--- src/rtl/lsu_pkg.sv ---
// Shared types and helpers for the load/store unit: access-size encodings,
// FSM state enum, lane widths and the alignment check.
package lsu_pkg;

    localparam int BYTE_W = 8;
    localparam int HALF_W = 16;
    localparam int WORD_W = 32;

    typedef enum logic [1:0] {
        SZ_B = 2'b00,
        SZ_H = 2'b01,
        SZ_W = 2'b10,
        SZ_X = 2'b11
    } lsu_size_e;

    typedef enum logic [2:0] {
        IDLE,
        LOAD,
        RDW,
        WRITE,
        DONE,
        ERR
    } lsu_state_e;

    // An illegal size code is reported the same way as a misaligned access.
    function automatic logic is_misaligned(input logic [1:0] size, input logic [1:0] off);
        case (size)
            SZ_B:    return 1'b0;
            SZ_H:    return off[0];
            SZ_W:    return off != 2'b00;
            default: return 1'b1;
        endcase
    endfunction

endpackage

--- src/rtl/lsu_lane.sv ---
// Combinational lane logic: extracts and extends a load lane from the memory
// word, and merges a store lane into the previously read word.
module lsu_lane
    import lsu_pkg::*;
(
    input  logic [1:0]        size,
    input  logic              unsigned_ld,
    input  logic [1:0]        byte_off,
    input  logic [WORD_W-1:0] rd_word,
    input  logic [WORD_W-1:0] old_word,
    input  logic [WORD_W-1:0] wdata,
    output logic [WORD_W-1:0] ld_data,
    output logic [WORD_W-1:0] st_word
);

    logic [BYTE_W-1:0] ld_byte;
    logic [HALF_W-1:0] ld_half;

    // NOTE: every output gets a full default before the case so no latch can be inferred.
    always_comb begin
        ld_byte = rd_word[{byte_off, 3'b000} +: BYTE_W];
        ld_half = byte_off[1] ? rd_word[WORD_W-1:HALF_W] : rd_word[HALF_W-1:0];
        ld_data = rd_word;
        case (size)
            SZ_B: ld_data = unsigned_ld ? {{(WORD_W-BYTE_W){1'b0}}, ld_byte}
                                        : {{(WORD_W-BYTE_W){ld_byte[BYTE_W-1]}}, ld_byte};
            SZ_H: ld_data = unsigned_ld ? {{(WORD_W-HALF_W){1'b0}}, ld_half}
                                        : {{(WORD_W-HALF_W){ld_half[HALF_W-1]}}, ld_half};
            default: ld_data = rd_word;
        endcase
    end

    always_comb begin
        st_word = old_word;
        case (size)
            SZ_B: st_word[{byte_off, 3'b000} +: BYTE_W] = wdata[BYTE_W-1:0];
            SZ_H: begin
                if (byte_off[1]) st_word[WORD_W-1:HALF_W] = wdata[HALF_W-1:0];
                else             st_word[HALF_W-1:0]      = wdata[HALF_W-1:0];
            end
            default: st_word = wdata;
        endcase
    end

endmodule

--- src/rtl/load_store_unit.sv ---
// Load/store sequencer between the datapath and a word-only memory port.
// Define LSU_MISALIGN_TRAP_EN to enable misalignment/illegal-size trapping (ERR state).
module load_store_unit
    import lsu_pkg::*;
(
    input  logic        clk,
    input  logic        rst,
    input  logic        req,
    input  logic        op_store,
    input  logic [1:0]  size,
    input  logic        unsigned_ld,
    input  logic [31:0] addr,
    input  logic [31:0] wdata,
    output logic        busy,
    output logic        done,
    output logic [31:0] rdata,
    output logic        misaligned,
    output logic [31:0] mem_A,
    output logic [31:0] mem_WD,
    output logic        mem_WE,
    input  logic [31:0] mem_RD
);

    lsu_state_e  state_q, state_d;
    logic [31:0] addr_q, addr_d;
    logic [1:0]  size_q, size_d;
    logic        op_store_q, op_store_d;
    logic        unsigned_q, unsigned_d;
    logic [31:0] wdata_q, wdata_d;
    logic [31:0] merge_q, merge_d;
    logic [31:0] rdata_q, rdata_d;

    logic        trap;
    logic [31:0] ld_data;
    logic [31:0] st_word;

    lsu_lane u_lane (
        .size        (size_q),
        .unsigned_ld (unsigned_q),
        .byte_off    (addr_q[1:0]),
        .rd_word     (mem_RD),
        .old_word    (merge_q),
        .wdata       (wdata_q),
        .ld_data     (ld_data),
        .st_word     (st_word)
    );

`ifdef LSU_MISALIGN_TRAP_EN
    assign trap = is_misaligned(size, addr[1:0]);
`else
    assign trap = 1'b0;
`endif

    always_comb begin
        state_d    = state_q;
        addr_d     = addr_q;
        size_d     = size_q;
        op_store_d = op_store_q;
        unsigned_d = unsigned_q;
        wdata_d    = wdata_q;
        merge_d    = merge_q;
        rdata_d    = rdata_q;
        case (state_q)
            IDLE: begin
                if (req) begin
                    addr_d     = addr;
                    size_d     = (size == SZ_X) ? SZ_W : size;
                    op_store_d = op_store;
                    unsigned_d = unsigned_ld;
                    wdata_d    = wdata;
                    if (trap)                             state_d = ERR;
                    else if (!op_store)                   state_d = LOAD;
                    else if (size == SZ_B || size == SZ_H) state_d = RDW;
                    else                                  state_d = WRITE;
                end
            end
            LOAD: begin
                rdata_d = ld_data;
                state_d = DONE;
            end
            RDW: begin
                merge_d = mem_RD;
                state_d = WRITE;
            end
            WRITE:   state_d = DONE;
            DONE:    state_d = IDLE;
            ERR:     state_d = IDLE;
            default: state_d = IDLE;
        endcase
    end

    // NOTE: sequential state uses non-blocking assignments; the async reset clears every register.
    always_ff @(posedge clk or negedge rst) begin
        if (!rst) begin
            state_q    <= IDLE;
            addr_q     <= '0;
            size_q     <= '0;
            op_store_q <= 1'b0;
            unsigned_q <= 1'b0;
            wdata_q    <= '0;
            merge_q    <= '0;
            rdata_q    <= '0;
        end else begin
            state_q    <= state_d;
            addr_q     <= addr_d;
            size_q     <= size_d;
            op_store_q <= op_store_d;
            unsigned_q <= unsigned_d;
            wdata_q    <= wdata_d;
            merge_q    <= merge_d;
            rdata_q    <= rdata_d;
        end
    end

    // Memory strobes decode from state alone, so a reset removes mem_WE at once.
    always_comb begin
        mem_A  = '0;
        mem_WD = '0;
        mem_WE = 1'b0;
        case (state_q)
            LOAD, RDW: mem_A = {addr_q[31:2], 2'b00};
            WRITE: begin
                mem_A  = {addr_q[31:2], 2'b00};
                mem_WD = st_word;
                mem_WE = 1'b1;
            end
            default: ;
        endcase
    end

    assign busy  = (state_q != IDLE);
    assign done  = (state_q == DONE) || (state_q == ERR);
    assign rdata = rdata_q;

`ifdef LSU_MISALIGN_TRAP_EN
    assign misaligned = (state_q == ERR);
`else
    assign misaligned = 1'b0;
`endif

    // op_store is fully encoded in the state path; the latched copy is kept for visibility.
    logic unused_ok;
    assign unused_ok = op_store_q;

endmodule

--- config.mk ---
export PLATFORM = sky130hd
export DESIGN_NAME = load_store_unit
export DESIGN_NICKNAME = d
export VERILOG_FILES = /design/src/rtl/lsu_pkg.sv /design/src/rtl/lsu_lane.sv /design/src/rtl/load_store_unit.sv
export SDC_FILE = /design/constraint.sdc
export NUM_CORES = 1
export LEC_CHECK = 0
export BUFFER_PORTS_ARGS = -buffer_cell sky130_fd_sc_hd__buf_4
export CORE_UTILIZATION = 47
export CTS_CLUSTER_DIAMETER = 40
export DETAILED_ROUTE_END_ITERATION = 8
export GPL_TIMING_DRIVEN = 1
export PLACE_DENSITY = 0.76
export SETUP_SLACK_MARGIN = 0.1
export SLEW_MARGIN = 5
export SYNTH_ARGS = -nofsm -noshare
export SYNTH_HDL_FRONTEND = slang
export SYNTH_SLANG_ARGS = --single-unit
--- constraint.sdc ---
create_clock -name clk -period 2.7 [get_ports clk]
set_input_delay 0.54 -clock clk [delete_from_list [all_inputs] [get_ports clk]]
set_output_delay 0.54 -clock clk [all_outputs]
set_load 0.02 [all_outputs]
**Word-level counts from Yosys, hierarchy flattened**

Index checks and enable logic that the tools add are counted.

- Add/sub/neg operators: 1
- Equality and inequality tests: 9
- Shifts and indexed selects: 3
- Muxes and demuxes: 16
- Reduce and logical (&&, ||, !) cells: 9

Operators by type and width:

| operator | number |
|---|---|
| $mux 32 | 4 |
| $pmux 32 s2 | 2 |
| $mux 16 | 3 |
| $bwmux 32 | 1 |
| $shift 8x7->32 const A | 1 |
| $shiftx 32x6->8 | 1 |
| $shiftx 8x7->32 | 1 |
| $pmux 3 s3 | 1 |
| $neg 5->7 | 1 |
| $eq 3x2->1 const B | 2 |
| $eq 3x3->1 const B | 2 |
| $eq 2x1->1 const B | 2 |
| $logic_not 2->1 | 2 |
| $mux 2 | 2 |
| $eq 3x1->1 const B | 1 |
| $logic_not 3->1 | 1 |
| $mux 3 | 1 |
| $reduce_bool 3->1 | 1 |
| $reduce_or 3->1 | 1 |
| $eq 2x2->1 const B | 1 |
| $logic_or 1x1->1 | 2 |
| $mux 1 | 2 |
| $ne 2x2->1 const B | 1 |
| $reduce_and 2->1 | 1 |
| $reduce_or 2->1 | 1 |

- Register bits: 134
- Output and inout port bits: 100

**Depth between registers and ports, before layout**

Gate-level depths: netlist of run 1.

- Depth after elaboration: 6
- Gate-level depth with buffers: 10
- Depth with buffers taken out: 6

**By module**

Synthesis of run 1 repeated with hierarchy kept, for this count alone.

- Cells, all modules: 633
- Area, all modules: 7,155.6 µm²

By module, submodules not included:

| module | times used | cells an instance | area an instance (µm²) | seq. area each (µm²) |
|---|---|---|---|---|
| load_store_unit | 1 | 373 | 5,499.0 | 3,353.2 |
| lsu_lane | 1 | 260 | 1,656.6 | 0.0 |

**Worst setup path after synthesis of run 1**

OpenSTA, ideal clock, no wires.

- Path kind: flip-flop to output port
- From: register addr_q[1]
- To: output port mem_WD[0]
- Arrival time: 2,664 ps
- Path slack: -504 ps
- Cell stages (with the launch flop): 8
- Cell sequence: dfrtp_1 > buf_2 > clkinv_1 > buf_1 > ha_1 > nor3_1 > o21ai_0 > a221oi_1

- Cells in the longest elaborated chain, start to end: 5

Ends and longest elaborated chain:

| element | RTL line | source |
|---|---|---|
| from (decl) | load_store_unit.sv:25 | `logic [31:0] addr_q, addr_d;` |
| from (signal assigned) | load_store_unit.sv:105 | `addr_q <= addr_d;` |
| $neg 5->7 | lsu_lane.sv:36 | `SZ_B: st_word[{byte_off, 3'b000} +: BYTE_W] = wdata[BYTE_W-1:0];` |
| $shiftx 8x7->32 / $shift 8x7->32 (equally long branches) | lsu_lane.sv:36 |  |
| $bwmux 32 | lsu_lane.sv:36 |  |
| $pmux 32 s2 (*) | lsu_lane.sv:35 | `case (size)` |
| $mux 32 (*) | load_store_unit.sv:120 | `case (state_q)` |
| to (decl) | load_store_unit.sv:19 | `output logic [31:0] mem_WD,` |

Mark *: on every way between the ends. The rest lies on a longest branch, timed or not.

**Worst setup path after layout of run 1**

- From: register addr_q[1]
- To: output port mem_WD[12]

Same word-level chain as after synthesis.

==> results of run 1 <==
## critical path: cells and delay by family, from the launching register on
family,cells,cell delay (ps)
buffers and inverters,3,360
AO/OA/AOI/OAI,1,210
adder cells (fa/ha/maj),1,150
AND/OR/NAND/NOR,3,880
flip-flops,1,390
## timing repair
| item | CTS | global route |
|---|---|---|
| pin swaps | 24 | 17 |
| setup endpoints to repair | 32 | 32 |
| gates cloned | 1 | 0 |
| setup buffers | 12 | 7 |
| resized for setup | 69 | 30 |
| hold buffers | 0 | 0 |
## cells by family after synthesis
kind of cell	count (synthesis)	synth area share [%]
compound gates	197	17.4
simple gates	174	12.6
flops	134	47.7
mux	104	16.5
buf+inv	76	4.84
fa+ha+maj	5	0.890
other cells	1	0.0533
## worst max-delay path by stage
stage / startpoint / endpoint / slack [ps] / depth (start not counted)
6_report: addr_q[1]$_DFFE_PN0P_ / mem_WD[12] / -240 / 8
3_3_place_gp: addr_q[1]$_DFFE_PN0P_ / mem_WD[31] / 200 / 7
4_1_cts: addr_q[1]$_DFFE_PN0P_ / mem_WD[28] / -270 / 7
5_1_grt: addr_q[1]$_DFFE_PN0P_ / mem_WD[12] / -330 / 8
2_1_floorplan: addr_q[1]$_DFFE_PN0P_ / mem_WD[25] / 40 / 8
3_5_place_dp: addr_q[1]$_DFFE_PN0P_ / mem_WD[28] / 160 / 7
## stage by stage
step / instance area (µm²) / util, % / instances / hold slack, ps
3_5_place_dp: 8970 / 61.5 / 1049 / 467
5_1_grt: 10100 / 69.4 / 1100 / 59.5
4_1_cts: 9950 / 68.2 / 1093 / 47.2
6_report: 10100 / 69.4 / 1100 / 45.1
2_1_floorplan: 7280 / - / 693 / 244
3_3_place_gp: 8970 / 61.5 / 1049 / 459
## cell type report
cell class	count	area share, %
tap	184	2.27
multi-input combinational	483	37.8
timing repair buffer	243	19.7
clock inverter	7	1.15
inverter	24	0.976
sequential	134	33.1
clock buffer	25	4.99
## placed cells by master (no fill, tap or decap), types with 6 or more instances in the layout
cell | Yosys | routed
and2_1 | 30 | 30
o22ai_1 | 16 | 16
mux2_1 | 54 | 54
a21oi_2 | 0 | 10
inv_1 | 22 | 20
mux2_2 | 43 | 43
buf_12 | 0 | 6
nor3_1 | 18 | 9
nor2_1 | 31 | 27
o21ai_0 | 58 | 43
a22oi_1 | 24 | 19
dfrtp_1 | 134 | 134
buf_6 | 1 | 14
a221oi_2 | 0 | 15
o21ai_1 | 6 | 7
mux2i_1 | 7 | 7
nor3_2 | 2 | 9
a21oi_1 | 49 | 36
o21a_1 | 7 | 7
nand2b_1 | 11 | 11
o21ai_2 | 1 | 13
clkbuf_16 | 0 | 17
nand2_1 | 66 | 58
buf_4 | 9 | 220
## power breakdown
| group | switching [W] | internal (W) | total (W) |
|---|---|---|---|
| logic | 0.00408 | 0.00332 | 0.00741 |
| registers | 0.000959 | 0.00305 | 0.00401 |
| clock network | 0.000832 | 0.00157 | 0.00241 |
## registers in the layout, indices dropped and copies added (netlist names)
| signal | cells |
|---|---|
| addr_q | 32 |
| merge_q | 32 |
| rdata | 32 |
| size_q | 2 |
| state_q | 3 |
| unsigned_q | 1 |
| wdata_q | 32 |
## layer usage
layer | part of all wire (%) | track usage (%)
met5 | 0 | 0
met4 | 2.8 | 11.8
met2 | 51 | 49.1
met1 | 40 | 37.3
met3 | 5.7 | 5.03
==> reports/summary.txt, run 1 <==
Die height = 124 µm
Status = finished, violations left
VDD IR max = 1.24 mV
Crit share post-route = 109%
Setup skew after layout = 8.25 ps
Count leader, synth = dfrtp_1
Slowest cell on crit path = or4b_4
Layout cells sized above 1 = 44.3%
PD cells = 1360 mW/mm²
Initial core utilization = 48.2%
Vias in the first global route = 6667
Post-DR vias/cell = 5.94
Hold Path Class = input pin to asynchronous set/reset pin
Post-Syn Area = 0.00703 mm²
Pre-CTS WS = 157 ps
Syn Inst Count = 691
Crit. End Element = output pin
Max Fclk = 340 MHz
Die W = 124 µm
CTS tree = done
Worst reg2reg startpoint = addr_q[1]$_DFFE_PN0P_
Crit start category = flip-flop
Final Hold Fails = 0
Overall Global Routing Usage = 29.2%
Synth unique cells = 50
Normalized max-slew margin = 51.4%
Drt total wl = 22000 µm
Reg2reg path depth = 7
Top post-synthesis cells by area = dfrtp_1 (48%), mux2_1 (8.6%), mux2_2 (6.9%), o21ai_0 (4.1%), nand2_1 (3.5%)
# DRC = 0
Largest stage delay, worst path = 540 ps
IO Pins = 203
RSZ-0062 raised after global routing = true
Worst-path clk slew = 60 ps
Clock buffer depth = 2
Synth top area share = 47.7%
Detailed Routing Iterations Pass 1 = 5
Setup TNS = -3100 ps
Via count = 6534
TritonCTS buffer count = 17
Final #Nets = 1011
Most area-hungry cell type in the Yosys netlist = dfrtp_1
Final Max Tran Viols = 0
First-pass GRT wire length = 35400 µm
Failing checks = setup timing
Leakage = 4.49 nW
Max-cap violations = 0
Largest net degree at the start of global routing = 81
Cell chain of the critical path = clkinv_4, ha_4, or4b_4, buf_6, nor3_4, nand2_2, a31oi_4, buf_6
Arr. time, crit path = 2400 ps
Port bufs = 199
Root buf cell = clkbuf_16
Ys async rst share = 100%
Multi-input gate area = 0.00383 mm²
Core Area = 0.0146 mm²
Clock latency at the later pin of the worst-skew pair = 420 ps
Worst-margin pin slew = 728 ps
Endpoints failing setup = 28
Initial antenna violation count = 0
Routability cong. = 0.925
R2R Setup Slk = 400 ps
Reg-to-Reg End = rdata[19]$_DFFE_PN0P_
Fillers = 1105
Final worst setup slack = -242 ps
CP Data Required Time = 2160 ps
N_diodes = 0
Register area share after synthesis = 47.7%
Gr ovfl total = 0
Main synth FF type = dfrtp_1
Site row count = 44
Most frequent cells after synthesis = dfrtp_1 (134), nand2_1 (66), o21ai_0 (58)
Synthesis warning total = 0
Post-DRT Antenna Nets = 0
Sink Count = 134
WL/cell = 20.0 µm
H-tree lvl count = 4
Crit-path most repeated cell = buf_6
Setup Crit Path Kind = flip-flop to output pin
Syn-to-layout area delta = 44.0%
Crit Path Max Fanout = 4
#FFs+latches synth = 134
Die area = 0.0155 mm²
Post-DP HPWL = 15500 µm
EDFF count, synth = 0
Starting DRT DRC Count = 629
Sequential cell area = 0.00335 mm²
Mean post-synth cell area = 10.2 µm²
Total Power = 0.0138 W
Fin crit period = 2940 ps
Note: power is estimated with default switching activity, not from simulation.
==> inputs of run 2 (changes only) <==
--- a/config.mk
+++ b/config.mk
@@ -5,12 +5,13 @@
 export SDC_FILE = /design/constraint.sdc
 export NUM_CORES = 1
 export LEC_CHECK = 0
+export ABC_AREA = 1
 export BUFFER_PORTS_ARGS = -buffer_cell sky130_fd_sc_hd__buf_4
-export CORE_UTILIZATION = 47
+export CORE_UTILIZATION = 48
 export CTS_CLUSTER_DIAMETER = 40
 export DETAILED_ROUTE_END_ITERATION = 8
 export GPL_TIMING_DRIVEN = 1
-export PLACE_DENSITY = 0.76
+export PLACE_DENSITY = 0.77
 export SETUP_SLACK_MARGIN = 0.1
 export SLEW_MARGIN = 5
 export SYNTH_ARGS = -nofsm -noshare
==> run 2 against run 1 <==
The flow finishes with violations (DRC). Setup slack improved by 300 ps. Combinational power decreased by 3.6%. Non-clock buffer count is 8 lower. Critical path type unchanged. Critical endpoint is now mem_WD[16].
==> reports/summary.txt, run 2 <==
Worst-path clk slew = 60 ps (about the same)
Root buf cell = clkbuf_16 (unchanged)
TritonCTS buffer count = 17 (unchanged)
Total Power = 0.0132 W (was 0.0138 W)
IO Pins = 203 (unchanged)
Die area = 0.0156 mm² (was 0.0155 mm²)
Site row count = 44 (unchanged)
Sequential cell area = 0.00336 mm² (was 0.00335 mm²)
Max Fclk = 378 MHz (was 340 MHz)
Post-DP HPWL = 16100 µm (was 15500 µm)
Post-synthesis compound-gate area fraction = 18.1% (was 17.4%)
Status = finished, violations left (unchanged)
Overall Global Routing Usage = 30.4% (was 29.2%)
Port bufs = 199 (unchanged)
EDFF count, synth = 0 (unchanged)
Register area share after synthesis = 46.3% (was 47.7%)
First-pass GRT wire length = 36800 µm (was 35400 µm)
Crit Path Max Fanout = 8 (was 4)
Setup TNS = 0 ps (was -3100 ps)
Clock buffer depth = 2 (unchanged)
Clock latency at the later pin of the worst-skew pair = 420 ps (about the same)
Fin crit period = 2650 ps (was 2940 ps)
Multi-input gate area = 0.00339 mm² (was 0.00383 mm²)
Hold Path Class = input pin to asynchronous set/reset pin (unchanged)
Layout cells sized above 1 = 30.3% (was 44.3%)
CP Data Required Time = 2160 ps (about the same)
Syn Inst Count = 968 (was 691)
Worst-margin pin slew = 622 ps (was 728 ps)
Most frequent cells in the layout = nand2_1 (290), buf_4 (219), dfrtp_1 (131) (was buf_4 (220), dfrtp_1 (134), nand2_1 (58))
Die W = 125 µm (was 124 µm)
Die height = 125 µm (was 124 µm)
CTS tree = done (unchanged)
Setup skew after layout = 8.38 ps (was 8.25 ps)
Largest stage delay, worst path = 420 ps (was 540 ps)
Normalized max-slew margin = 58.5% (was 51.4%)
Via count = 7438 (was 6534)
Synthesis warning total = 0 (unchanged)
Synth unique cells = 33 (was 50)
Core Area = 0.0146 mm² (about the same)
Top post-synthesis cells by area = dfrtp_1 (46%), nand2_1 (15%), a21oi_1 (7.5%), o21ai_0 (6.9%), inv_1 (4.9%) (was dfrtp_1 (48%), mux2_1 (8.6%), mux2_2 (6.9%), o21ai_0 (4.1%), nand2_1 (3.5%))
Post-synthesis simple-gate area fraction = 23.5% (was 12.6%)
Vias in the first global route = 7010 (was 6667)
Fillers = 1244 (was 1105)
Largest net degree at the start of global routing = 61 (was 81)
Final #Nets = 1275 (was 1011)
Detailed Routing Iterations Pass 1 = 8 (was 5)
Crit start category = flip-flop (unchanged)
Main synth FF type = dfrtp_1 (unchanged)
Mean post-synth cell area = 7.47 µm² (was 10.2 µm²)
Crit share post-route = 98.0% (was 109%)
Crit. End Element = output pin (unchanged)
VDD IR max = 0.687 mV (was 1.24 mV)
WL/cell = 17.5 µm (was 20.0 µm)
Routability cong. = 1.00 (was 0.925)
Sink Count = 134 (unchanged)
Syn-to-layout area delta = 36.3% (was 44.0%)
Count leader, synth = nand2_1 (was dfrtp_1)
Max-cap violations = 0 (unchanged)
Post-Syn Area = 0.00724 mm² (was 0.00703 mm²)
Post-synthesis xor/xnor area fraction = 0% (unchanged)
Cell chain of the critical path = inv_4, ha_4, inv_4, nor2_4, buf_6, nand4_1, nand2_1, nand2_1, a21oi_2, buf_4 (was clkinv_4, ha_4, or4b_4, buf_6, nor3_4, nand2_2, a31oi_4, buf_6)
Synth top area share = 46.3% (was 47.7%)
Final Hold Fails = 0 (unchanged)
Final Max Tran Viols = 0 (unchanged)
Starting DRT DRC Count = 946 (was 629)
N_diodes = 0 (unchanged)
Most frequent cells after synthesis = nand2_1 (295), dfrtp_1 (134), a21oi_1 (109) (was dfrtp_1 (134), nand2_1 (66), o21ai_0 (58))
Setup Crit Path Kind = flip-flop to output pin (unchanged)
Failing checks = DRC (was setup timing)
Post-DRT Antenna Nets = 0 (unchanged)
RSZ-0062 raised after global routing = true (unchanged)
Most area-hungry cell type in the Yosys netlist = dfrtp_1 (unchanged)
#FFs+latches synth = 134 (unchanged)
Post-DR vias/cell = 5.45 (was 5.94)
Multiplexer area fraction after synthesis = 1.25% (was 16.5%)
Endpoints failing setup = 0 (was 28)
Arr. time, crit path = 2110 ps (was 2400 ps)
# DRC = 22 (was 0)
Drt total wl = 23900 µm (was 22000 µm)
Leakage = 5.00 nW (was 4.49 nW)
Commonest non-fill, non-tap cell in the layout = nand2_1 (was buf_4)
Initial antenna violation count = 0 (unchanged)
Ys async rst share = 100% (unchanged)
Initial core utilization = 49.4% (was 48.2%)
Main combinational cell family by area after synthesis = simple AND/OR/NAND/NOR gates (was compound AO/OA/AOI/OAI gates)
Slowest cell on crit path = dfrtp_2 (was or4b_4)
H-tree lvl count = 4 (unchanged)
Adder-cell share of the synthesized area = 0.865% (was 0.890%)
PD cells = 1340 mW/mm² (was 1360 mW/mm²)
Gr ovfl total = 0 (unchanged)
run 2: cell types whose count changed in the layout (fill, tap and decap cells not counted), moves of 12 or more:
cell,delta
o21ai_2,-12
or2_2,+12
a221oi_2,-15
and2_1,-30
mux2_2,-35
nor2_1,+34
a21oi_1,+64
inv_1,+71
mux2_1,-54
nand3_1,+14
o21ai_0,+56
nand2_1,+232
run 2: critical path: cells and delay by family, from the launching register on:
kind / cells / cell delay, ps
buffers and inverters: 4 / 420
flip-flops: 1 / 420
adder cells (fa/ha/maj): 1 / 290
AO/OA/AOI/OAI: 1 / 160
AND/OR/NAND/NOR: 4 / 390
run 2: layout make-up:
type	count	share of cell area (%)
clock buffers	18	4.35
repair buffers	235	18.9
multi-input cells	672	34.4
clock inverters	14	1.67
repair inverters	1	0.0761
inverters	106	4.21
flip-flops and latches	134	34.1
well taps	184	2.33
run 2: final timing paths:
| path | start | to | slack [ps] | depth (start not counted) |
|---|---|---|---|---|
| setup / recovery | addr_q[0]$_DFFE_PN0P_ | mem_WD[16] | 50 | 10 |
| hold / removal | rst | wdata_q[10]$_DFFE_PN0P_ | 130 | 1 |
| setup reg to reg | size_q[1]$_DFFE_PN0P_ | rdata[2]$_DFFE_PN0P_ | 650 | 7 |
| hold reg to reg | merge_q[11]$_DFFE_PN0N_ | merge_q[11]$_DFFE_PN0N_ | 490 | 2 |
| max in group asynchronous | rst | addr_q[0]$_DFFE_PN0P_ | 1840 | 2 |
| min in group clk | wdata[8] | wdata_q[8]$_DFFE_PN0P_ | 310 | 3 |
run 2: cell families (layout without fill, tap and decap cells):
| kind of cell | count (synthesis) | after routing |
|---|---|---|
| compound gates | 246 | 246 |
| fa+ha+maj | 5 | 5 |
| buf+inv | 164 | 374 |
| flops | 134 | 134 |
| mux | 8 | 8 |
| other cells | 1 | 3 |
| simple gates | 410 | 410 |
run 2: where the power goes:
group | total, W | switching [W] | internal [W]
clock network | 0.00235 | 0.000961 | 0.00138
registers | 0.00373 | 0.000712 | 0.00302
logic | 0.00714 | 0.00450 | 0.00265
run 2: stage by stage:
| step | instance area [µm²] | setup WS, ps | hold WS, ps | instances | util, % |
|---|---|---|---|---|---|
| after CTS | 9650 | 85.6 | 148 | 1355 | 65.9 |
| after floorplan | 7240 | 119 | 244 | 970 | - |
| after global routing | 9870 | -19.0 | 160 | 1364 | 67.4 |
| final | 9870 | 54.0 | 131 | 1364 | 67.4 |
| after global placement | 8850 | 233 | 463 | 1315 | 60.4 |
| after detailed placement | 8850 | 262 | 467 | 1315 | 60.4 |
run 2: per-layer routing:
metal  share of wire, %  vias up  track usage (%)
met5                  0        -                0
met4                4.0        0             13.2
met3                9.5       91             7.65
met2                 46      444             46.3
met1                 41     3405             41.1
li1                   -     3498                -
run 2: repair_timing:
item | 4_1_cts | 5_1_grt
resized for setup | 35 | 34
gates cloned | 0 | 1
endpoints found under the setup margin | 32 | 32
pin swaps | 4 | 10
hold buffers | 0 | 0
setup buffers | 8 | 8
==> inputs of run 3 (changes only) <==
--- a/config.mk
+++ b/config.mk
@@ -5,13 +5,13 @@
 export SDC_FILE = /design/constraint.sdc
 export NUM_CORES = 1
 export LEC_CHECK = 0
-export ABC_AREA = 1
 export BUFFER_PORTS_ARGS = -buffer_cell sky130_fd_sc_hd__buf_4
-export CORE_UTILIZATION = 48
+export CORE_UTILIZATION = 47
 export CTS_CLUSTER_DIAMETER = 40
 export DETAILED_ROUTE_END_ITERATION = 8
 export GPL_TIMING_DRIVEN = 1
-export PLACE_DENSITY = 0.77
+export MAX_ROUTING_LAYER = met4
+export PLACE_DENSITY = 0.76
 export SETUP_SLACK_MARGIN = 0.1
 export SLEW_MARGIN = 5
 export SYNTH_ARGS = -nofsm -noshare
==> run 3 against run 2 <==
The run ends with setup timing left. Worst hold slack improved by 78 ps. Register-to-register slack got worse by 230 ps. Routed wire length fell by 7.1%. Sequential share of layout area is 1.1 points lower. First-iteration DRC count decreased by 51%. Combinational power grew 4.3%. Final area grew 3.2%. Clock power up 5%. Clock skew increased by 1.1 ps. Maximum frequency decreased by 10%. Cell count shrank 19%. Die area decreased by 0.74%. Critical path type unchanged. Highest routed layer unchanged.
==> reports/summary.txt, run 3 (synthesis gave the netlist of run 1 again) <==
Overall Global Routing Usage = 30.0% (was 30.4%)
CP Data Required Time = 2160 ps (about the same)
WL/cell = 20.1 µm (was 17.5 µm)
Status = finished, violations left (unchanged)
Port bufs = 199 (unchanged)
Drt total wl = 22200 µm (was 23900 µm)
Routability cong. = 0.943 (was 1.00)
Crit share post-route = 109% (was 98.0%)
Core Area = 0.0146 mm² (about the same)
Starting DRT DRC Count = 466 (was 946)
Layout cells sized above 1 = 44.6% (was 30.3%)
Largest net degree at the start of global routing = 135 (was 61)
Hold Path Class = input pin to asynchronous set/reset pin (unchanged)
IO Pins = 203 (unchanged)
Setup skew after layout = 9.48 ps (was 8.38 ps)
Crit. End Element = output pin (unchanged)
Endpoints failing setup = 27 (was 0)
Via count = 6440 (was 7438)
Final #Nets = 1014 (was 1275)
Commonest non-fill, non-tap cell in the layout = buf_4 (was nand2_1)
Normalized max-slew margin = 49.3% (was 58.5%)
Worst hold margin = 208 ps (was 131 ps)
Fin crit period = 2960 ps (was 2650 ps)
PD cells = 1370 mW/mm² (was 1340 mW/mm²)
Initial antenna violation count = 0 (unchanged)
Die area = 0.0155 mm² (was 0.0156 mm²)
# DRC = 0 (was 22)
Leakage = 4.49 nW (was 5.00 nW)
VDD IR max = 0.847 mV (was 0.687 mV)
Max-cap violations = 0 (unchanged)
Final core occ = 69.8% (was 67.4%)
Final worst setup slack = -256 ps (was 54.0 ps)
Worst reg2reg startpoint = addr_q[1]$_DFFE_PN0P_ (was size_q[1]$_DFFE_PN0P_)
Max Fclk = 338 MHz (was 378 MHz)
Cell chain of the critical path = clkinv_4, ha_4, or4b_4, buf_12, nor3_4, nand2_2, a31oi_4, buf_6 (was inv_4, ha_4, inv_4, nor2_4, buf_6, nand4_1, nand2_1, nand2_1, a21oi_2, buf_4)
Post-DRT Antenna Nets = 0 (unchanged)
Post-DR vias/cell = 5.84 (was 5.45)
Clock latency at the later pin of the worst-skew pair = 420 ps (about the same)
Syn-to-layout area delta = 44.8% (was 36.3%)
Root buf cell = clkbuf_16 (unchanged)
Post-DP HPWL = 15400 µm (was 16100 µm)
Final Max Tran Viols = 0 (unchanged)
Final Hold Fails = 0 (unchanged)
CTS tree = done (unchanged)
Crit Path Max Fanout = 3 (was 8)
Reg-to-Reg End = rdata[19]$_DFFE_PN0P_ (was rdata[2]$_DFFE_PN0P_)
N_diodes = 0 (unchanged)
Reg2reg path depth = 7 (unchanged)
Detailed Routing Iterations Pass 1 = 6 (was 8)
R2R Setup Slk = 420 ps (was 650 ps)
Sink Count = 134 (unchanged)
H-tree lvl count = 4 (unchanged)
First-pass GRT wire length = 35500 µm (was 36800 µm)
Gr ovfl total = 0 (unchanged)
Largest stage delay, worst path = 540 ps (was 420 ps)
Die W = 124 µm (was 125 µm)
Post-cts hold buffer count = 0 (unchanged)
RSZ-0062 raised after global routing = true (unchanged)
Vias in the first global route = 6739 (was 7010)
Site row count = 44 (unchanged)
Failing checks = setup timing (was DRC)
Pre-CTS WS = 191 ps (was 262 ps)
Setup Crit Path Kind = flip-flop to output pin (unchanged)
Die height = 124 µm (was 125 µm)
Initial core utilization = 48.2% (was 49.4%)
Arr. time, crit path = 2420 ps (was 2110 ps)
Worst-path clk slew = 60 ps (about the same)
TritonCTS buffer count = 17 (unchanged)
Worst-margin pin slew = 760 ps (was 622 ps)
Slowest cell on crit path = or4b_4 (was dfrtp_2)
Most frequent cells in the layout = buf_4 (221), dfrtp_1 (134), nand2_1 (59) (was nand2_1 (290), buf_4 (219), dfrtp_1 (131))
Clock buffer depth = 2 (unchanged)
Crit start category = flip-flop (unchanged)
==> run 3: final cells by class <==
class	instances	area, µm²
fillers	1081	4410
clock buffers	20	457
multi-input cells	483	3840
repair buffers	246	2020
flip-flops and latches	134	3350
inverters	24	98.8
clock inverters	12	176
well taps	184	230
==> run 3: metal layers <==
layer / GRT usage (%) / routed length, µm / vias up
met1: 37.1 / 9030 / 3161
met4: 14.2 / 893 / 0
met3: 5.84 / 1330 / 65
met2: 47.3 / 10900 / 305
li1: - / - / 2909
met5: - / 0 / -
==> run 3: through the flow <==
step           power [W]  instances  setup TNS (ps)  cell area (µm²)
2_1_floorplan    0.00819        693               0             7280
3_3_place_gp      0.0104       1050               0             8990
3_5_place_dp      0.0106       1050               0             8990
4_1_cts           0.0137       1095           -3740            10000
5_1_grt           0.0147       1103           -6070            10200
6_report          0.0139       1103           -3630            10200
==> run 3: worst max-delay path: cells and delay by family (launching register included) <==
kind	cells	cell delay, ps
simple gates	3	910
flops	1	410
buf+inv	3	360
compound gates	1	160
fa+ha+maj	1	150
==> run 3: worst max path at each step <==
| stage | start | end | cells after the start |
|---|---|---|---|
| floorplan | addr_q[1]$_DFFE_PN0P_ | mem_WD[25] | 8 |
| global placement | addr_q[1]$_DFFE_PN0P_ | mem_WD[31] | 7 |
| detailed placement | addr_q[1]$_DFFE_PN0P_ | mem_WD[31] | 7 |
| CTS | addr_q[1]$_DFFE_PN0P_ | mem_WD[28] | 7 |
| global route | addr_q[1]$_DFFE_PN0P_ | mem_WD[24] | 8 |
| finish | addr_q[1]$_DFFE_PN0P_ | mem_WD[12] | 8 |
==> run 3: timing repair <==
item	in CTS	in global routing
pin swaps	32	19
gates cloned	0	1
gates resized for setup	81	19
endpoints found under the setup margin	32	32
setup buffers	14	9
==> run 3: power breakdown <==
part,switching (W),internal (W),total [W]
Sequential,0.000965,0.00305,0.00402
Clock,0.000878,0.00159,0.00247
Combinational,0.00411,0.00334,0.00745
